<file path="src/rtl/temp_calc_sequencer_if.sv">
`default_nettype none
// ============================================================================
// Module      : temp_calc_sequencer_if
// Description : Calibration, sample-in and result-out bundle for the
//               temperature calculation sequencer.
// Revision    : 1.0 - initial release
// ============================================================================
interface temp_calc_sequencer_if;
    logic        cfg_we;
    logic [31:0] cfg_base;
    logic [7:0]  cfg_ref;
    logic        in_valid;
    logic        in_ready;
    logic [15:0] adc_data;
    logic        out_valid;
    logic        out_ready;
    logic [31:0] tempc;
    logic        ovf;
    logic [15:0] sample_cnt;

    modport slave (
        input  cfg_we, cfg_base, cfg_ref, in_valid, adc_data, out_ready,
        output in_ready, out_valid, tempc, ovf, sample_cnt
    );

    modport master (
        output cfg_we, cfg_base, cfg_ref, in_valid, adc_data, out_ready,
        input  in_ready, out_valid, tempc, ovf, sample_cnt
    );
endinterface
`default_nettype wire

</file>
<file path="src/rtl/temp_calc_sequencer.sv">
`default_nettype none
// ============================================================================
// Module      : temp_calc_sequencer
// Description : Computes tempc = tc_base + tc_ref * adc_data over two cycles
//               with a single 8x8 multiplier and a 32-bit accumulate path.
// Revision    : 1.0 - initial release
// ============================================================================
module temp_calc_sequencer #(
    parameter logic [31:0] BASE_RST = 32'd0,
    parameter logic [7:0]  REF_RST  = 8'd1
) (
    input  wire logic             clk,
    input  wire logic             rst,
    temp_calc_sequencer_if.slave  bus
);

    typedef enum logic [1:0] {
        S_IDLE   = 2'd0,
        S_MUL_LO = 2'd1,
        S_MUL_HI = 2'd2,
        S_DONE   = 2'd3
    } state_t;

    state_t      r_state;
    state_t      w_state_nxt;

    logic [31:0] r_base;
    logic [7:0]  r_ref;
    logic [15:0] r_a;
    logic [7:0]  r_r;
    logic [32:0] r_acc;
    logic        r_sticky;
    logic [31:0] r_tempc;
    logic        r_ovf;
    logic [15:0] r_sample_cnt;

    logic [7:0]  w_mul_byte;
    logic [15:0] w_prod;
    logic [31:0] w_addend;
    logic [32:0] w_sum;

    // Shared multiplier: low byte in MUL_LO, high byte (weighted by 256) in MUL_HI.
    always_comb begin
        w_mul_byte = (r_state == S_MUL_HI) ? r_a[15:8] : r_a[7:0];
        w_prod     = {8'd0, r_r} * {8'd0, w_mul_byte};
        w_addend   = (r_state == S_MUL_HI) ? {8'd0, w_prod, 8'd0} : {16'd0, w_prod};
        w_sum      = {1'b0, r_acc[31:0]} + {1'b0, w_addend};
    end

    always_comb begin
        w_state_nxt = r_state;
        case (r_state)
            S_IDLE:   if (bus.in_valid)  w_state_nxt = S_MUL_LO;
            S_MUL_LO: w_state_nxt = S_MUL_HI;
            S_MUL_HI: w_state_nxt = S_DONE;
            S_DONE:   if (bus.out_ready) w_state_nxt = S_IDLE;
            default:  w_state_nxt = S_IDLE;
        endcase
    end

    always_ff @(posedge clk) begin
        if (rst) begin
            r_state <= S_IDLE;
        end else begin
            r_state <= w_state_nxt;
        end
    end

    always_ff @(posedge clk) begin
        if (rst) begin
            r_base       <= BASE_RST;
            r_ref        <= REF_RST;
            r_a          <= 16'd0;
            r_r          <= 8'd0;
            r_acc        <= 33'd0;
            r_sticky     <= 1'b0;
            r_tempc      <= 32'd0;
            r_ovf        <= 1'b0;
            r_sample_cnt <= 16'd0;
        end else begin
            // Accept below reads the pre-write calibration values on a same-edge write.
            if (bus.cfg_we) begin
                r_base <= bus.cfg_base;
                r_ref  <= bus.cfg_ref;
            end
            case (r_state)
                S_IDLE: begin
                    if (bus.in_valid) begin
                        r_a      <= bus.adc_data;
                        r_r      <= r_ref;
                        r_acc    <= {1'b0, r_base};
                        r_sticky <= 1'b0;
                    end
                end
                S_MUL_LO: begin
                    r_acc    <= w_sum;
                    r_sticky <= r_sticky | w_sum[32];
                end
                S_MUL_HI: begin
                    r_acc    <= w_sum;
                    r_sticky <= r_sticky | w_sum[32];
                    r_tempc  <= w_sum[31:0];
                    r_ovf    <= r_sticky | w_sum[32];
                end
                S_DONE: begin
                    if (bus.out_ready) begin
                        r_sample_cnt <= r_sample_cnt + 16'd1;
                    end
                end
                default: begin
                    r_acc <= r_acc;
                end
            endcase
        end
    end

    assign bus.in_ready   = (r_state == S_IDLE);
    assign bus.out_valid  = (r_state == S_DONE);
    assign bus.tempc      = r_tempc;
    assign bus.ovf        = r_ovf;
    assign bus.sample_cnt = r_sample_cnt;

endmodule
`default_nettype wire

</file>
<file path="src/flat_wrapper.sv">
// flat-port wrapper written by rule: the top's interface ports become plain ports
module temp_calc_sequencer_flat 
#(
    parameter logic [31:0] BASE_RST = 32'd0,
    parameter logic [7:0]  REF_RST  = 8'd1
)
  (clk, rst, bus_cfg_we, bus_cfg_base, bus_cfg_ref, bus_in_valid, bus_adc_data, bus_out_ready, bus_in_ready, bus_out_valid, bus_tempc, bus_ovf, bus_sample_cnt);
  temp_calc_sequencer_if bus_i ();
  input  wire logic clk;
  input  wire logic rst;
  input wire logic [$bits(bus_i.cfg_we)-1:0] bus_cfg_we;
  input wire logic [$bits(bus_i.cfg_base)-1:0] bus_cfg_base;
  input wire logic [$bits(bus_i.cfg_ref)-1:0] bus_cfg_ref;
  input wire logic [$bits(bus_i.in_valid)-1:0] bus_in_valid;
  input wire logic [$bits(bus_i.adc_data)-1:0] bus_adc_data;
  input wire logic [$bits(bus_i.out_ready)-1:0] bus_out_ready;
  output wire logic [$bits(bus_i.in_ready)-1:0] bus_in_ready;
  output wire logic [$bits(bus_i.out_valid)-1:0] bus_out_valid;
  output wire logic [$bits(bus_i.tempc)-1:0] bus_tempc;
  output wire logic [$bits(bus_i.ovf)-1:0] bus_ovf;
  output wire logic [$bits(bus_i.sample_cnt)-1:0] bus_sample_cnt;
  assign bus_i.cfg_we = bus_cfg_we;
  assign bus_i.cfg_base = bus_cfg_base;
  assign bus_i.cfg_ref = bus_cfg_ref;
  assign bus_i.in_valid = bus_in_valid;
  assign bus_i.adc_data = bus_adc_data;
  assign bus_i.out_ready = bus_out_ready;
  assign bus_in_ready = bus_i.in_ready;
  assign bus_out_valid = bus_i.out_valid;
  assign bus_tempc = bus_i.tempc;
  assign bus_ovf = bus_i.ovf;
  assign bus_sample_cnt = bus_i.sample_cnt;
  temp_calc_sequencer #(.BASE_RST(BASE_RST), .REF_RST(REF_RST)) u_core (.clk(clk), .rst(rst), .bus(bus_i));
endmodule
</file>
<file path="config.mk">
export PLATFORM = sky130hd
export DESIGN_NAME = temp_calc_sequencer_flat
export DESIGN_NICKNAME = d
export VERILOG_FILES = /design/src/rtl/temp_calc_sequencer_if.sv /design/src/rtl/temp_calc_sequencer.sv /design/src/flat_wrapper.sv
export SDC_FILE = /design/constraint.sdc
export NUM_CORES = 1
export LEC_CHECK = 0
export CORE_MARGIN = 1
export CORE_UTILIZATION = 40
export CTS_CLUSTER_SIZE = 12
export DETAILED_ROUTE_END_ITERATION = 16
export SLEW_MARGIN = 20
export SYNTH_ARGS = -nofsm -noshare
export SYNTH_HDL_FRONTEND = slang
export SYNTH_SLANG_ARGS = --single-unit
</file>
<file path="constraint.sdc">
create_clock -name clk -period 8.2 [get_ports clk]
set_input_delay 1.23 -clock clk [delete_from_list [all_inputs] [get_ports clk]]
set_output_delay 1.23 -clock clk [all_outputs]
set_load 0.05 [all_outputs]
</file>
-- After elaboration in Yosys (flattened, before gate mapping)
Index checks and enable logic that the tools add are counted.
- bits in registers: 148
- input port bits: 61
- output and inout bits: 51
- logic and storage cells: 35
- $add $sub $neg: 2
- $mul: 1
- eq/ne operators: 5
- multiplexer cells: 9
- bitwise logic cells: 1
- reduce and logical (&&, ||, !) cells: 7
- operators by type and width (kind ; count):
    32-bit case mux with 2 select lines ; 1
    32-bit by 24-bit adder with 33-bit output ; 1
    32-bit 2-to-1 mux ; 1
    24-bit 2-to-1 mux ; 1
    16-bit by 1-bit adder with 16-bit output (second input constant) ; 1
    8-bit by 8-bit multiplier with 16-bit output ; 1
    8-bit 2-to-1 mux ; 1
    2-bit case mux with 4 select lines ; 1
    2-bit AND reduction ; 4
    2-bit == test (second input constant) ; 2
    2-bit 2-to-1 mux ; 2
    2-bit != test (second input constant) ; 2
    2-bit by 1-bit == test with 1-bit output (second input constant) ; 1
    2-bit logical NOT ; 1
    1-bit case mux with 2 select lines ; 1
    2-bit nonzero test ; 1
    2-bit OR reduction ; 1
    1-bit 2-to-1 mux ; 1
    1-bit bitwise OR ; 1

-- Logic depth before layout (Yosys ltp)
- word-level depth: 7
- depth in mapped cells: 30
- gate-level depth less buffers: 29

-- Worst setup path after synthesis
Ideal clock, no wire load.
- path type: register to register
- from: register u_core.r_state[0]
- to: register u_core.r_tempc[28] (netlist: u_core.bus.tempc[28])
- library setup time: 0.122 ns
- data arrival time: 6.844 ns
- required time: 8.078 ns
- path slack: 1.235 ns
- stages on the path, launching flop included: 28
- path buffers: 1
- period minus slack after synthesis: 6.965 ns
- cells stage by stage: dfxtp_1 -> inv_1 -> ha_1 -> buf_1 -> mux2i_1 -> nor2b_1 -> fa_1 -> fa_1 -> inv_1 -> fa_1 -> fa_1 -> inv_1 -> ha_1 -> nor2b_1 -> o21a_1 -> o41ai_1 -> o21bai_1 -> xnor2_1 -> o21ai_0 -> ha_1 -> nand2_1 -> nor2_2 -> a21o_1 -> a21oi_4 -> a211oi_4 -> a21oi_2 -> o21a_1 -> o311a_1
- word-level cells in the longest chain between the ends: 5
- RTL lines (element ; line ; text):
    start: declaration ; temp_calc_sequencer.sv:24 ; state_t r_state;
    start signal: assignment ; temp_calc_sequencer.sv:65 ; r_state <= w_state_nxt;
    2-bit == test (*) ; temp_calc_sequencer.sv:44, temp_calc_sequencer.sv:46, temp_calc_sequencer.sv:86 ;
    8-bit 2-to-1 mux ; temp_calc_sequencer.sv:44 ; w_mul_byte = (r_state == S_MUL_HI) ? r_a[15:8] : r_a[7:0];
    8-bit by 8-bit multiplier with 16-bit output ; temp_calc_sequencer.sv:45 ; w_prod = {8'd0, r_r} * {8'd0, w_mul_byte};
    24-bit 2-to-1 mux ; temp_calc_sequencer.sv:46 ; w_addend = (r_state == S_MUL_HI) ? {8'd0, w_prod, 8'd0} : {16'd0, w_prod};
    32-bit by 24-bit adder with 33-bit output ; temp_calc_sequencer.sv:47 ; w_sum = {1'b0, r_acc[31:0]} + {1'b0, w_addend};
    end signal: assignment ; temp_calc_sequencer.sv:102 ; r_tempc <= w_sum[31:0];
    end: declaration ; temp_calc_sequencer.sv:33 ; logic [31:0] r_tempc;
Every way passes the cells marked *; elsewhere a longest branch is shown, timed or not.
A chain may end at the register's enable or synchronous reset.

-- Final worst setup path
- from: register u_core.r_state[1]
- to: register u_core.r_tempc[28] (netlist: u_core.bus.tempc[28])
The elaborated chain is that of the path after synthesis.

==> flow_summary.json <==
{
  "yosysUniqueCellTypes": 70,
  "finalHoldViolCount": 0,
  "synthToLayoutAreaGrowth_pct": 20.2,
  "fin_ws_ns": 0.616,
  "relSlewSlack": 0.302,
  "ctsHtreeMaxLevel": 4,
  "layout-drive-gt1-share": 0.0527,
  "cts-resized-gates": 0,
  "insertion_delay_ns": 0.43,
  "worstPathArrival_ns": 7.91,
  "tightest_slew_ns": 1.05,
  "drc_errors": 0,
  "postSynthNetCount": 1281,
  "overflow": 0,
  "worstPathRequired_ns": 8.52,
  "numCtsBuffers": 17,
  "syn_inst": 1119,
  "die_h_um": 156,
  "period_share": 0.925,
  "r2r_end": "u_core.bus.tempc[28]",
  "yosysWarnings": 0,
  "fp-row-count": 56,
  "r2r_start": "u_core.r_state[1]",
  "cts.path.max_buffers": 2,
  "critical_path_class": "register to register",
  "synthArstFlopShare": 0,
  "synth-seq-area-share": 0.311,
  "syn_area_um2": 9530,
  "ys_seq_elements": 148,
  "drtIter0Drc": 541,
  "die_w_um": 156,
  "hold_path_end": "u_core.r_a[13]",
  "routed_wl_mm": 24.6,
  "viasPerCell": 5.22,
  "final.setup_skew_ns": 0.0166,
  "p_per_area_nw_per_um2": 253,
  "reg2reg_slack_ns": 0.62,
  "fillerInstances": 2291,
  "grt_max_degree": 81,
  "dp_hpwl_mm": 18.0,
  "sw_frac_of_total": 0.423,
  "clockRootBuffer": "clkbuf_16",
  "p_int_uw": 1670,
  "startpoint_type": "register",
  "drt-wirelength-per-cell_um": 16.1,
  "postRouteAntennaNets": 0,
  "yosysTopAreaCellShare": 0.311,
  "period_minus_slack_ns": 7.58,
  "ir_worst_vdd_v": 0.000191,
  "ctsHoldBuffers": 0,
  "cp-startpoint": "u_core.r_state[1]",
  "rsz0062_at_grt": "false",
  "dp_slack_ns": 0.650,
  "grt_pass1_vias": 7751,
  "track_usage": 0.210,
  "yosysTopAreaCell": "dfxtp_1",
  "slew_violations": 0,
  "setup.worst_path.end_class": "register",
  "globalplace.congestion": 0.901,
  "cap_viol_max_count": 0,
  "outcome": "complete, no violations",
  "final_common_cell": "dfxtp_1",
  "antenna_cells": 0,
  "synthTopCellsByArea": "dfxtp_1 31%, ha_1 8.4%, mux2i_1 8.2%, fa_1 7.8%, nor2_1 5.2%",
  "setup_tns_ns": 0,
  "p_sw_uw": 1220,
  "power_frac_comb": 0.420,
  "io_buffers": 111,
  "min_path_type": "register to register",
  "layout_common_cells": "148 x dfxtp_1, 132 x nor2_1, 126 x nand2_1",
  "cp_max_fo": 9,
  "layout.nets": 1364,
  "r2r_cells": 25,
  "ys.flop_type": "dfxtp_1",
  "whs_path_depth": 2,
  "start_util": 0.407,
  "first_pass_iters": 5,
  "min-delay-start": "u_core.r_a[13]",
  "grt_first_pass_wirelength_mm": 40.4,
  "antenna_found_initial": 0,
  "p_leak_uw": 0.00477,
  "core_um2": 23400,
  "die_area_um2": 24400,
  "synth_edf_count": 0,
  "vias": 8004,
  "cts_tree": "built",
  "syn_area_per_cell_um2": 8.52,
  "io_pins": 112,
  "clkSlewWorstSetupHoldPaths_ns": 0.07,
  "setup_viol": 0,
  "clkPwrFrac": 0.258,
  "seq_power_share": 0.322,
  "max_freq_ghz": 0.132,
  "cts.sinks": 148,
  "cts_setup_buffers": 0
}
-- registers in the layout, summed over array words and instances, names as in the netlist --
name and cells:
u_core.r_state 2, u_core.r_ref 8, u_core.bus.tempc 32, u_core.r_r 8, u_core.r_acc 32, u_core.r_sticky 1, u_core.r_a 16, u_core.bus.sample_cnt 16
u_core.bus.ovf 1, u_core.r_base 32
-- cells in the mapped netlist, drive strengths merged (21+ instances only) --
library cell and number:
xor2 21, o21ai 22, nand2 126, mux2i 78, clkbuf 42, nor2 133
a211oi 23, xnor2 27, and2 23, a21oi 88, ha 64, dfxtp 148
inv 68, fa 37, nor2b 46
-- worst max-delay path, stage by stage, from the launching register on --
cell and delay (ns):
dfxtp_1 0.39, ha_2 0.37, mux2i_1 0.64, nor2b_1 0.15, fa_1 0.47, fa_1 0.54, inv_1 0.05, fa_1 0.46
fa_1 0.54, inv_1 0.04, ha_1 0.32, nor2b_1 0.14, o21a_1 0.18, o41ai_1 0.53, o21bai_1 0.18, xnor2_1 0.24
o21ai_0 0.12, ha_1 0.41, nand2_1 0.13, nor2_2 0.21, a21o_1 0.18, a21oi_4 0.06, a211oi_4 0.34, a21oi_2 0.21
o21a_1 0.24, o311a_1 0.31
-- final cells by class --
| class | count | area, µm² | area share |
|---|---|---|---|
| Tap cell | 319 | 399 | 0.0349 |
| Clock inverter | 14 | 130 | 0.0114 |
| Sequential cell | 148 | 2960 | 0.259 |
| Timing Repair Buffer | 120 | 1170 | 0.102 |
| Clock buffer | 17 | 425 | 0.0372 |
| Inverter | 69 | 259 | 0.0226 |
| Multi-Input combinational cell | 846 | 6100 | 0.533 |
-- layer usage --
layer  GRT usage  wire (µm)  vias to the layer above
met3      0.0238        852                       29
met4      0.0602        370                        0
li1            -          -                     4007
met2       0.337      11300                      151
met1       0.295      12100                     3817
met5           0          0                        -
-- worst max-delay path by stage --
stage | to | slack [ns] | cells after the start
CTS | u_core.bus.tempc[28] | 0.63 | 26
finish | u_core.bus.tempc[28] | 0.62 | 25
global route | u_core.bus.tempc[28] | 0.06 | 26
floorplan | u_core.bus.tempc[28] | 1.23 | 27
detailed placement | u_core.bus.tempc[28] | 0.65 | 26
global placement | u_core.bus.tempc[28] | 0.92 | 26
-- metrics by stage --
stage	cells	utilization	total power (µW)	hold WS, ns	cell area [µm²]
finish	1533	0.489	2890	0.458	11500
global route	1533	0.489	3070	0.476	11500
CTS	1533	0.489	2910	0.455	11500
detailed placement	1502	0.466	2160	0.447	10900
global placement	1502	0.466	2150	0.443	10900
floorplan	1119	-	1780	0.431	9530
-- power groups by stage --
stage,logic [µW],registers [µW],clock network (µW)
floorplan,777,1010,0
CTS,1210,932,763
global route,1330,947,792
finish,1220,932,747
detailed placement,1210,946,0
global placement,1200,946,0
-- cell families (layout without fill, tap and decap cells) --
group                    Yosys count  in the layout  synth area share
flip-flops                       148            148             0.311
AO/OA/AOI/OAI                    212            212             0.152
AND/OR/NAND/NOR                  401            401             0.193
multiplexers                      84             84            0.0890
buffers and inverters            125            220            0.0494
XOR/XNOR                          48             48            0.0441
adder cells (fa/ha/maj)          101            101             0.162
(Power assumes the default switching activity.)
